`config.mk`:
```
export PLATFORM = sky130hd
export DESIGN_NAME = wc_frame_tx_flat
export DESIGN_NICKNAME = d
export VERILOG_FILES = /design/src/rtl/wc_frame_tx_if.sv /design/src/rtl/wc_frame_tx.sv /design/src/flat_wrapper.sv
export SDC_FILE = /design/constraint.sdc
export NUM_CORES = 1
export LEC_CHECK = 0
export CORE_ASPECT_RATIO = 1.75
export CORE_UTILIZATION = 51
export CTS_CLUSTER_DIAMETER = 150
export DETAILED_ROUTE_END_ITERATION = 8
export HOLD_SLACK_MARGIN = 0.05
export PLACE_DENSITY = 0.77
export RECOVER_POWER = 50
export SYNTH_ARGS = -nofsm -noshare
export SYNTH_HDL_FRONTEND = slang
export SYNTH_SLANG_ARGS = --single-unit
```
`constraint.sdc`:
```
create_clock -name mclk -period 2.4 [get_ports mclk]
set_input_delay 0.24 -clock mclk [delete_from_list [all_inputs] [get_ports mclk]]
set_output_delay 0.24 -clock mclk [all_outputs]
set_load 0.01 [all_outputs]
```
`src/rtl/wc_frame_tx_if.sv`:
```
// Sample-pair handshake between an audio source and the lightpipe transmit framer.
// The source drives valid and the two samples; the framer answers with ready.
interface wc_frame_tx_if #(
   parameter int SAMPLE_W = 24
);
   logic                in_valid;
   logic                in_ready;
   logic [SAMPLE_W-1:0] in_left;
   logic [SAMPLE_W-1:0] in_right;

   modport master (
      output in_valid,
      output in_left,
      output in_right,
      input  in_ready
   );

   modport slave (
      input  in_valid,
      input  in_left,
      input  in_right,
      output in_ready
   );
endinterface

```
`src/rtl/wc_frame_tx.sv`:
```
// Transmit-side lightpipe audio framer: phase-accumulator bclk/wc generation and
// MSB-first, left-justified serialisation of stereo samples from a one-entry hold register.
module wc_frame_tx #(
   parameter logic [31:0] PHASE_INC = 32'd48487863,
   parameter int          SAMPLE_W  = 24,
   parameter int          SLOT_W    = 32
) (
   input  logic          mclk,
   input  logic          rst,
   wc_frame_tx_if.slave  in_if,
   output logic          bclk,
   output logic          wc,
   output logic          sdata,
   output logic          frame_start,
   output logic          underrun
);

   localparam int                FRAME_W  = 2 * SLOT_W;
   localparam int                CNT_W    = $clog2(FRAME_W);
   localparam logic [CNT_W-1:0]  SLOT_CNT = CNT_W'(SLOT_W);
   localparam logic [CNT_W-1:0]  LAST_CNT = CNT_W'(FRAME_W - 1);

   logic [31:0]         acc;
   logic [32:0]         acc_sum;
   logic                tick;
   logic                fall_tick;
   logic                started;
   logic [CNT_W-1:0]    bit_cnt;
   logic [CNT_W-1:0]    bit_cnt_nxt;
   logic                load;
   logic                accept;
   logic                hold_full;
   logic [SAMPLE_W-1:0] hold_left;
   logic [SAMPLE_W-1:0] hold_right;
   logic [SLOT_W-1:0]   left_slot;
   logic [SLOT_W-1:0]   right_slot;
   logic [FRAME_W-1:0]  frame_word;
   logic [FRAME_W-1:0]  shreg;
   logic [FRAME_W-1:0]  shreg_src;

   // The carry out of the accumulator is the tick; data only moves on ticks that
   // take bclk from 1 to 0. Until the first falling tick after reset no bit has been
   // driven, so that tick is treated as a wrap and loads the first frame.
   always_comb begin
      acc_sum     = {1'b0, acc} + {1'b0, PHASE_INC};
      tick        = acc_sum[32];
      fall_tick   = tick & bclk;
      accept      = in_if.in_valid & ~hold_full;
      bit_cnt_nxt = '0;
      if (started && bit_cnt != LAST_CNT) begin
         bit_cnt_nxt = bit_cnt + CNT_W'(1);
      end
      load        = fall_tick & (bit_cnt_nxt == '0);
      left_slot   = SLOT_W'(hold_left) << (SLOT_W - SAMPLE_W);
      right_slot  = SLOT_W'(hold_right) << (SLOT_W - SAMPLE_W);
      frame_word  = hold_full ? {left_slot, right_slot} : '0;
      shreg_src   = load ? frame_word : shreg;
   end

   assign in_if.in_ready = ~hold_full;

   // A load reads the hold register as it was at the start of the cycle, so an
   // accept landing on the load cycle is kept for the following frame.
   always_ff @(posedge mclk) begin
      if (rst) begin
         acc         <= '0;
         bclk        <= 1'b0;
         wc          <= 1'b0;
         sdata       <= 1'b0;
         bit_cnt     <= '0;
         started     <= 1'b0;
         shreg       <= '0;
         frame_start <= 1'b0;
         underrun    <= 1'b0;
         hold_full   <= 1'b0;
         hold_left   <= '0;
         hold_right  <= '0;
      end else begin
         acc         <= acc_sum[31:0];
         frame_start <= 1'b0;
         underrun    <= 1'b0;
         if (tick) begin
            bclk <= ~bclk;
         end
         if (fall_tick) begin
            started <= 1'b1;
            bit_cnt <= bit_cnt_nxt;
            wc      <= (bit_cnt_nxt >= SLOT_CNT);
            sdata   <= shreg_src[FRAME_W-1];
            shreg   <= shreg_src << 1;
            if (load) begin
               frame_start <= 1'b1;
               underrun    <= ~hold_full;
            end
         end
         if (accept) begin
            hold_full  <= 1'b1;
            hold_left  <= in_if.in_left;
            hold_right <= in_if.in_right;
         end else if (load) begin
            hold_full  <= 1'b0;
         end
      end
   end

endmodule

```
`src/flat_wrapper.sv`:
```
// flat-port wrapper written by rule: the top's interface ports become plain ports
module wc_frame_tx_flat 
#(
   parameter logic [31:0] PHASE_INC = 32'd48487863,
   parameter int          SAMPLE_W  = 24,
   parameter int          SLOT_W    = 32
)
  (mclk, rst, bclk, wc, sdata, frame_start, underrun, in_if_in_valid, in_if_in_left, in_if_in_right, in_if_in_ready);
  wc_frame_tx_if #(.SAMPLE_W(SAMPLE_W)) in_if_i ();
  input  logic mclk;
  input  logic rst;
  output logic bclk;
  output logic wc;
  output logic sdata;
  output logic frame_start;
  output logic underrun;
  input wire logic [$bits(in_if_i.in_valid)-1:0] in_if_in_valid;
  input wire logic [$bits(in_if_i.in_left)-1:0] in_if_in_left;
  input wire logic [$bits(in_if_i.in_right)-1:0] in_if_in_right;
  output wire logic [$bits(in_if_i.in_ready)-1:0] in_if_in_ready;
  assign in_if_i.in_valid = in_if_in_valid;
  assign in_if_i.in_left = in_if_in_left;
  assign in_if_i.in_right = in_if_in_right;
  assign in_if_in_ready = in_if_i.in_ready;
  wc_frame_tx #(.PHASE_INC(PHASE_INC), .SAMPLE_W(SAMPLE_W), .SLOT_W(SLOT_W)) u_core (.mclk(mclk), .rst(rst), .in_if(in_if_i), .bclk(bclk), .wc(wc), .sdata(sdata), .frame_start(frame_start), .underrun(underrun));
endmodule
```
==> flow_summary.toml, run 1 <==
[route]
route.detailed.drc = 0
vias = 5048
drt-total-wl_mm = 13.8
wl_met1_mm = 5.51
via_per_inst = 5.93
dr.first_iter.drc_count = 279
wl_per_cell_um = 16.2
drtAntennaViolNets = 0
drt_pass1_iterations = 5
met2WireLength_mm = 7.64
top_layer_used = "met4"
met3_length_um = 468

[critical_path]
cp_max_fo = 7
rrSetupSlack_ps = 140
crit_path_start_kind = "flop"
worst_ep_arrival_time_ps = 2610
ff2ff_path_depth = 8
path_class = "reg2reg"
required_ps = 2750
reg2reg_from = "u_core.acc[0]$_SDFF_PP0_"
end_kind = "flop"
reg2reg_to = "u_core.bit_cnt[1]$_SDFFE_PP0N_"

[die]
design.die.area_mm2 = 0.0120
num_rows = 51
die_h_um = 144
die_x_um = 83.2
core-area_mm2 = 0.0112
initial_core_util_pct = 52.7
io_pins = 57

[grt]
grt_pass1_vias = 4954
antenna_found_initial = 0
grt_usage_pct = 23.3
grt-ovfl-total = 0
grt_max_degree = 101
grt_pass1_wl_mm = 22.4

[yosys]
synth_area_leaders = "dfxtp_1 50%, nand2_1 7.3%, o2bb2ai_1 6.8%"
yosysTopAreaCellShare_pct = 50.0
yosysUniqueCellTypes = 50
synth_nets = 713
synth_edf_count = 0
synth-async-reset-ratio_pct = 0
yosys.area.top_type = "dfxtp_1"
synth_seq_area_share_pct = 50.0
syn_area_mm2 = 0.00588
ys.flop_type = "dfxtp_1"
synth_warnings = 0
syn_inst = 660
synth_fa_ha_area_share_pct = 0.425
synth_xor_area_share_pct = 2.98
synth.area.mux_share_pct = 0.191
synth_top_family_by_area = "compound AO/OA/AOI/OAI gates"
synth_compound_area_share_pct = 26.1
avgSynthCellArea_um2 = 8.92
synth-simple-area-share_pct = 16.0
synth_seq_cells = 147

[outcome]
outcome = "finished, final reports clean"

[layout]
final_common_cell = "dfxtp_1"
layout_common_cells = "147 x dfxtp_1, 114 x nand2_1, 72 x a21oi_1, 49 x clkdlybuf4s50_1, 47 x a22oi_1"
diodes = 0
layout-drive-gt1-share_pct = 8.21
area_growth_pct = 23.9
final_nets = 759

[sta]
slew_headroom_pct = 37.0
hold_viol = 0
slew_violations = 0
setup_viol_count_final = 0
fmax_mhz = 442
tightest_slew_ps = 944
skew_ps = 11.3
layout_worst_path_cycle_share_pct = 94.2
holdWs_ps = 293
period_needed_ps = 2260

[job]
cap_violations = 0

[clock_network]
cts_buffers = 17
clock_sinks = 147
htree_levels = 4
postCtsHoldBufs = 0
cts_max_path_buffers = 2
insertion_delay_ps = 420
root_buffer = "clkbuf_16"
cts.clk_slew.worst_paths_ps = 60
cts_tree = "yes"

[min_path]
hold_end = "u_core.started$_SDFFE_PP0N_"
holdPathStages = 3
hold_path_startpoint = "rst"
hold_class = "in2reg"

[placed_design]
io_buffers = 56
gp_congestion = 0.786
hpwl_mm = 8.55

[power]
p_per_area_mw_per_mm2 = 956
finalPower_w = 0.00697
p_leak_nw = 2.54
irDropWorstVdd_mv = 0.814
## cell families after synthesis
logic type	count (synthesis)
and+or+nand+nor	210
xor gates and xnor gates	20
AOI/OAI and AO/OA	223
buffers and inverters	57
adders and majority gates	2
DFF	147
muxes	1
## cells in the mapped netlist, types with 2 or more instances
library cell / n
buf_2: 6
nor3_1: 13
clkbuf_1: 31
or3_1: 8
o2bb2ai_1: 46
o311ai_0: 2
and2_1: 2
o211ai_1: 5
buf_1: 6
a211oi_1: 5
nor2_1: 34
nand2b_1: 2
nor2b_1: 6
o41ai_1: 4
xnor2_1: 16
a21oi_1: 72
a22oi_1: 47
dfxtp_1: 147
ha_1: 2
o21ai_1: 2
o31ai_1: 4
a21oi_4: 2
nand2_1: 114
a21o_1: 2
o21a_1: 2
a21boi_0: 2
inv_1: 9
nand4_1: 9
and3_1: 5
nand3_1: 7
buf_6: 4
xor2_1: 4
o21ai_0: 23
## per-stage QoR
step	setup WS [ps]	cell area, um^2	TNS [ps]	utilization, %	cells
2_1_floorplan	202	5880	0	-	660
3_3_place_gp	216	6630	0	59.4	819
3_5_place_dp	117	6630	0	59.4	819
4_1_cts	118	7310	0	65.4	851
5_1_grt	-17.9	7290	-17.9	65.3	851
6_report	139	7290	0	65.3	851
## state kept, by name (all words and copies together) (netlist names)
name	count
u_core.shreg	55
u_core.hold_full	1
u_core.bit_cnt	6
u_core.started	1
u_core.underrun	1
u_core.hold_right	24
u_core.hold_left	24
u_core.acc	32
u_core.bclk	1
u_core.frame_start	1
u_core.sdata	1
## routing by layer
metal	up-vias	GRT usage, %
met5	-	0
met4	0	9.80
met3	17	4.74
met2	106	44.5
met1	2453	24.5
li1	2472	-
## worst max-delay path by stage
stage / from / to / slack (ps)
finish: u_core.acc[0]$_SDFF_PP0_ / u_core.bit_cnt[1]$_SDFFE_PP0N_ / 140
global route: u_core.bit_cnt[0]$_SDFFE_PP0N_ / u_core.shreg[32]$_SDFFE_PP0N_ / -20
CTS: u_core.acc[0]$_SDFF_PP0_ / u_core.bit_cnt[1]$_SDFFE_PP0N_ / 120
detailed placement: u_core.bit_cnt[0]$_SDFFE_PP0N_ / u_core.shreg[32]$_SDFFE_PP0N_ / 120
global placement: u_core.acc[0]$_SDFF_PP0_ / u_core.bit_cnt[1]$_SDFFE_PP0N_ / 220
floorplan: u_core.acc[0]$_SDFF_PP0_ / u_core.shreg[54]$_SDFFE_PP0N_ / 200
## power breakdown
part / switching (W) / internal (W) / leakage, nW
clock network: 0.00105 / 0.00196 / 0.318
registers: 0.000235 / 0.00265 / 1.20
logic: 0.000573 / 0.000499 / 1.02
## what timing repair did
item	4_1_cts	5_1_grt
buffers inserted	0	0
endpoints found under the setup margin	0	10
resized for setup	0	4
## final cells by class
class | instances | area, um^2
flip-flops and latches | 147 | 2940
well taps | 132 | 165
clock buffers | 18 | 429
repair buffers | 75 | 747
fillers | 894 | 3880
inverters | 9 | 33.8
multi-input cells | 456 | 2730
clock inverters | 14 | 246
## worst max-delay path, cell delays in order, from the launching register on
cell and delay [ps]:
dfxtp_1 390, inv_1 60, ha_1 210, nor2b_1 140
o21ai_1 270, o221ai_4 220, a21o_1 270, or4_1 490
a21oi_1 150
No activity file was read; power rests on OpenSTA's default activity.
==> inputs of run 2 (changes only) <==
Settings changed: CAP_MARGIN set to 20, REMOVE_ABC_BUFFERS set to 1.
==> run 2 against run 1 <==
Combinational power barely moved. Worst setup slack got worse by 22 ps. Count of clock-buffer cells in the layout rose by 4. Register-to-register slack got worse by 20 ps. Largest power group is now registers. Via count rose by 0.40%. Flip-flop and latch count did not move. Clock power fell by 10%. Total power fell by 4.2%.
==> flow_summary.toml, run 2 (synthesized netlist as in run 1, its figures left out) <==
[outcome]
outcome = "finished, final reports clean"

[grt]
grt_max_degree = 60
grt-ovfl-total = 0
grt_pass1_wl_mm = 23.0
grt_pass1_vias = 5132
grt_usage_pct = 23.7
antenna_found_initial = 0

[clock_network]
root_buffer = "clkbuf_16"
insertion_delay_ps = 420
clock_sinks = 147
cts_buffers = 17
cts_max_path_buffers = 2
cts.clk_slew.worst_paths_ps = 60
htree_levels = 4
cts_tree = "yes"
postCtsHoldBufs = 0

[sta]
period_needed_ps = 2280
fin_tns_setup_ps = 0
hold_viol = 0
tightest_slew_ps = 1040
skew_ps = 5.35
fmax_mhz = 438
layout_worst_path_cycle_share_pct = 95.1
rsz0062_at_grt = "no"
slew_headroom_pct = 30.4
holdWs_ps = 370
slew_violations = 0
setup_viol_count_final = 0
worst_slack_ps = 117

[min_path]
hold_path_startpoint = "in_if_in_right[10]"
holdPathStages = 3
hold_end = "u_core.hold_right[10]$_SDFFE_PP0P_"
hold_class = "in2reg"

[route]
vias = 5068
drt-total-wl_mm = 13.8
wl_per_cell_um = 16.2
drt_pass1_iterations = 5
route.detailed.drc = 0
via_per_inst = 5.93
drtAntennaViolNets = 0
dr.first_iter.drc_count = 345

[die]
initial_core_util_pct = 52.7
io_pins = 57
die_x_um = 83.2
design.die.area_mm2 = 0.0120
core-area_mm2 = 0.0112
die_h_um = 144
num_rows = 51

[critical_path]
required_ps = 2710
rrSetupSlack_ps = 120
worst_ep_arrival_time_ps = 2600
crit_path_start_kind = "flop"
ff2ff_path_depth = 8
cp_max_fo = 59
reg2reg_to = "u_core.shreg[32]$_SDFFE_PP0N_"
reg2reg_from = "u_core.bit_cnt[0]$_SDFFE_PP0N_"
end_kind = "flop"
path_class = "reg2reg"

[layout]
final_common_cell = "dfxtp_1"
fin_util_pct = 64.9
layout_common_cells = "147 x dfxtp_1, 114 x nand2_1, 72 x a21oi_1, 49 x clkdlybuf4s50_1, 47 x a22oi_1"
area_growth_pct = 23.2
regMostFlops = "u_core.shreg"
largest_register_ffs = 55
diodes = 0
nFillCells = 895
layout-drive-gt1-share_pct = 8.45
top_regs = "u_core.shreg (55), u_core.acc (32)"
final_nets = 763

[placed_design]
io_buffers = 56
hpwl_mm = 9.12
dpl_worst_slack_ps = 127
gp_congestion = 0.913

[job]
cap_violations = 0

[power]
irDropWorstVdd_mv = 0.748
p_leak_nw = 2.53
p_per_area_mw_per_mm2 = 921
run 2: changes by cell type in the layout (fill, tap and decap cells not counted), moves of 2 or more:
cell / before / now
inv_6: 4 / 0
clkbuf_8: 0 / 4
bufinv_16: 6 / 3
clkbuf_2: 1 / 3
o21ai_1: 2 / 0
clkinv_2: 0 / 3
buf_4: 10 / 12
run 2: power by group:
group | switching (W) | total, W | internal (W) | leakage (nW)
combinational | 0.000577 | 0.00108 | 0.000500 | 1.04
sequential | 0.000240 | 0.00289 | 0.00265 | 1.20
clock | 0.000972 | 0.00270 | 0.00173 | 0.294
total | 0.00179 | 0.00668 | 0.00489 | 2.53
run 2: metrics by stage:
| step | std cells | area (um^2) | power (W) |
|---|---|---|---|
| 2_1_floorplan | 612 | 5670 | 0.00363 |
| 3_3_place_gp | 821 | 6640 | 0.00397 |
| 3_5_place_dp | 821 | 6640 | 0.00404 |
| 4_1_cts | 852 | 7250 | 0.00674 |
| 5_1_grt | 854 | 7250 | 0.00696 |
| 6_report | 854 | 7250 | 0.00668 |
run 2: timing repair:
action,4_1_cts,5_1_grt
endpoints found under the setup margin,0,21
buffers inserted,0,2
hold endpoints to repair,0,0
resized for setup,0,1
run 2: final cells by class:
type / count / area, um^2 / area share, %
clock inverter: 9 / 128 / 1.76
inverter: 9 / 33.8 / 0.466
sequential: 147 / 2940 / 40.6
multi-input combinational: 456 / 2730 / 37.6
timing repair buffer: 79 / 771 / 10.6
tap: 132 / 165 / 2.28
clock buffer: 22 / 484 / 6.68
run 2: metal layers:
metal  track usage, %  wire, um
met1             25.0      5520
met2             43.7      7370
met3             5.37       499
met4             12.7       451
met5                0         0
run 2: critical path, cell delays in order, from the launching register on:
cell,delay [ps]
dfxtp_1,360
ha_1,290
nand3_1,160
o21ai_0,100
buf_4,180
o32ai_4,350
buf_12,310
a22oi_1,130
a211oi_1,270
run 2: how the worst max path moves through the flow:
stage	startpoint	end	slack, ps
6_report	u_core.bit_cnt[0]$_SDFFE_PP0N_	u_core.shreg[32]$_SDFFE_PP0N_	120
5_1_grt	u_core.acc[0]$_SDFF_PP0_	u_core.shreg[23]$_SDFFE_PP0N_	4
4_1_cts	u_core.acc[0]$_SDFF_PP0_	u_core.bit_cnt[5]$_SDFFE_PP0N_	100
3_5_place_dp	u_core.acc[0]$_SDFF_PP0_	u_core.bit_cnt[5]$_SDFFE_PP0N_	130
3_3_place_gp	u_core.acc[0]$_SDFF_PP0_	u_core.bit_cnt[5]$_SDFFE_PP0N_	210
2_1_floorplan	u_core.bit_cnt[0]$_SDFFE_PP0N_	u_core.sdata$_SDFFE_PP0N_	-4450
==> RTL change (flow settings as in run 2) <==
`SLOT_W` is set to 32 in 2 places; all go to 64.
--- a/src/rtl/wc_frame_tx.sv
+++ b/src/rtl/wc_frame_tx.sv
@@ -3,7 +3,7 @@
 module wc_frame_tx #(
    parameter logic [31:0] PHASE_INC = 32'd48487863,
    parameter int          SAMPLE_W  = 24,
-   parameter int          SLOT_W    = 32
+   parameter int          SLOT_W    = 64
 ) (
    input  logic          mclk,
    input  logic          rst,
--- a/src/flat_wrapper.sv
+++ b/src/flat_wrapper.sv
@@ -3,7 +3,7 @@
 #(
    parameter logic [31:0] PHASE_INC = 32'd48487863,
    parameter int          SAMPLE_W  = 24,
-   parameter int          SLOT_W    = 32
+   parameter int          SLOT_W    = 64
 )
   (mclk, rst, bclk, wc, sdata, frame_start, underrun, in_if_in_valid, in_if_in_left, in_if_in_right, in_if_in_ready);
   wc_frame_tx_if #(.SAMPLE_W(SAMPLE_W)) in_if_i ();
Check against the original RTL: same outputs for any inputs over 10 cycles, from zero or initial values and one cycle with rst high; that may be too few to reach the edited logic, so the function may still have changed.
==> RTL change against run 2 <==
Routed wire length grew 22%. Power grew 9.1%. Area after synthesis grew 25%. Final area grew 25%. Critical endpoint is now u_core.shreg[108]$_SDFFE_PP0N_. Sequential cell count grew 33. Hold slack lost 0.20 ns. Fmax shrank 1.3%. First-iteration DRC count grew 19%. Setup slack lost 0.030 ns.
==> RTL change: results (changes against run 2) <==
- Hold EP: u_core.acc[20]$_SDFF_PP0_ (was u_core.hold_right[10]$_SDFFE_PP0P_)
- Post-detail-place hpwl: 9750 µm (was 9120 µm)
- Largest net degree at the start of global routing: 106 (was 60)
- R2R cell count: 10 (was 8)
- Worst R2R End: u_core.shreg[108]$_SDFFE_PP0N_ (was u_core.shreg[32]$_SDFFE_PP0N_)
- Top cells by count, synth: nand2_1, dfxtp_1, a21oi_1 (was dfxtp_1, nand2_1, a21oi_1)
- VDD IR max: 494 µV (was 748 µV)
- Gpl congestion: 0.802 (was 0.913)
- Leakage: 3.08 nW (was 2.53 nW)
- Final Skew: 0.00924 ns (was 0.00535 ns)
- Register area share after synthesis: 0.490 (was 0.500)
- Routed wl met3: 459 µm (was 499 µm)
- Met3 usage: 0.0431 (was 0.0537)
- Relative slew slack: 0.591 (was 0.304)
- Met1 wire length: 6750 µm (was 5520 µm)
- Routed vias: 6,634 (was 5,068)
- Status: finished clean (unchanged)
- Placed cell area: 8220 µm² (was 6640 µm²)
- HP Start: rst (was in_if_in_right[10])
- Final WL: 16,800 µm (was 13,800 µm)
- First-pass GRT wire length: 26,900 µm (was 23,000 µm)
- Distinct cell type count after synthesis: 49 (was 50)
- Aggregate global-route resource usage: 0.220 (was 0.237)
- Layout Nets: 1,025 (was 763)
- Met1 GRT Util: 0.242 (was 0.250)
- Crit Path Max Fanout: 27 (was 59)
- Share of layout cells above drive strength 1: 0.102 (was 0.0845)
- Clock group total power: 2.69 mW (was 2.70 mW)
- Vias in the first global route: 6,211 (was 5,132)
- Hold Path Stages: 2 (was 3)
- M2 GR Usage: 0.407 (was 0.437)
- NetSw: 2.13 mW (was 1.79 mW)
## RTL change: cell count changes after synthesis, moves of 41 or more
cell / before / now
a21oi_1: 72 / 113
a22oi_1: 47 / 1
a311oi_1: 0 / 48
nand2_1: 114 / 203
nand3_1: 7 / 95
nor2_1: 34 / 80
o2bb2ai_1: 46 / 0
## RTL change: worst max-delay path: stages, from the launching register on
cell and delay, ns:
dfxtp_1 0.32, buf_4 0.15, and4b_1 0.19, o211ai_1 0.20
a21oi_2 0.11, buf_4 0.15, buf_4 0.13, o21bai_4 0.36
buf_12 0.23, nand2_1 0.08, a311oi_1 0.28
## RTL change: per-stage QoR
stage / setup TNS [ns] / cells / hold WS (ns) / setup WS (ns) / power, mW
finish: 0 / 1162 / 0.170 / 0.0869 / 7.28
global route: -0.0834 / 1162 / 0.170 / -0.0243 / 7.60
CTS: 0 / 1146 / 0.158 / 0.0221 / 7.31
detailed placement: 0 / 1113 / 0.443 / 0.000442 / 4.65
global placement: 0 / 1113 / 0.438 / 0.111 / 4.62
floorplan: -353.31 / 846 / 0.307 / -3.65 / 4.19
## RTL change: cell families after synthesis
kind of cell / Yosys count / synth area share
xor+xnor: 21 / 0.0250
buf+inv: 85 / 0.0458
mux: 2 / 0.00306
flops: 180 / 0.490
compound gates: 200 / 0.172
simple gates: 433 / 0.261
fa+ha+maj: 2 / 0.00340
## RTL change: area by class of cell
cell class | count | area, µm² | share of cell area
timing repair buffer | 107 | 1150 | 0.126
multi-input combinational | 658 | 3490 | 0.385
inverter | 8 | 30.0 | 0.00331
sequential | 180 | 3610 | 0.397
tap | 177 | 221 | 0.0244
clock inverter | 14 | 139 | 0.0153
clock buffer | 18 | 439 | 0.0484
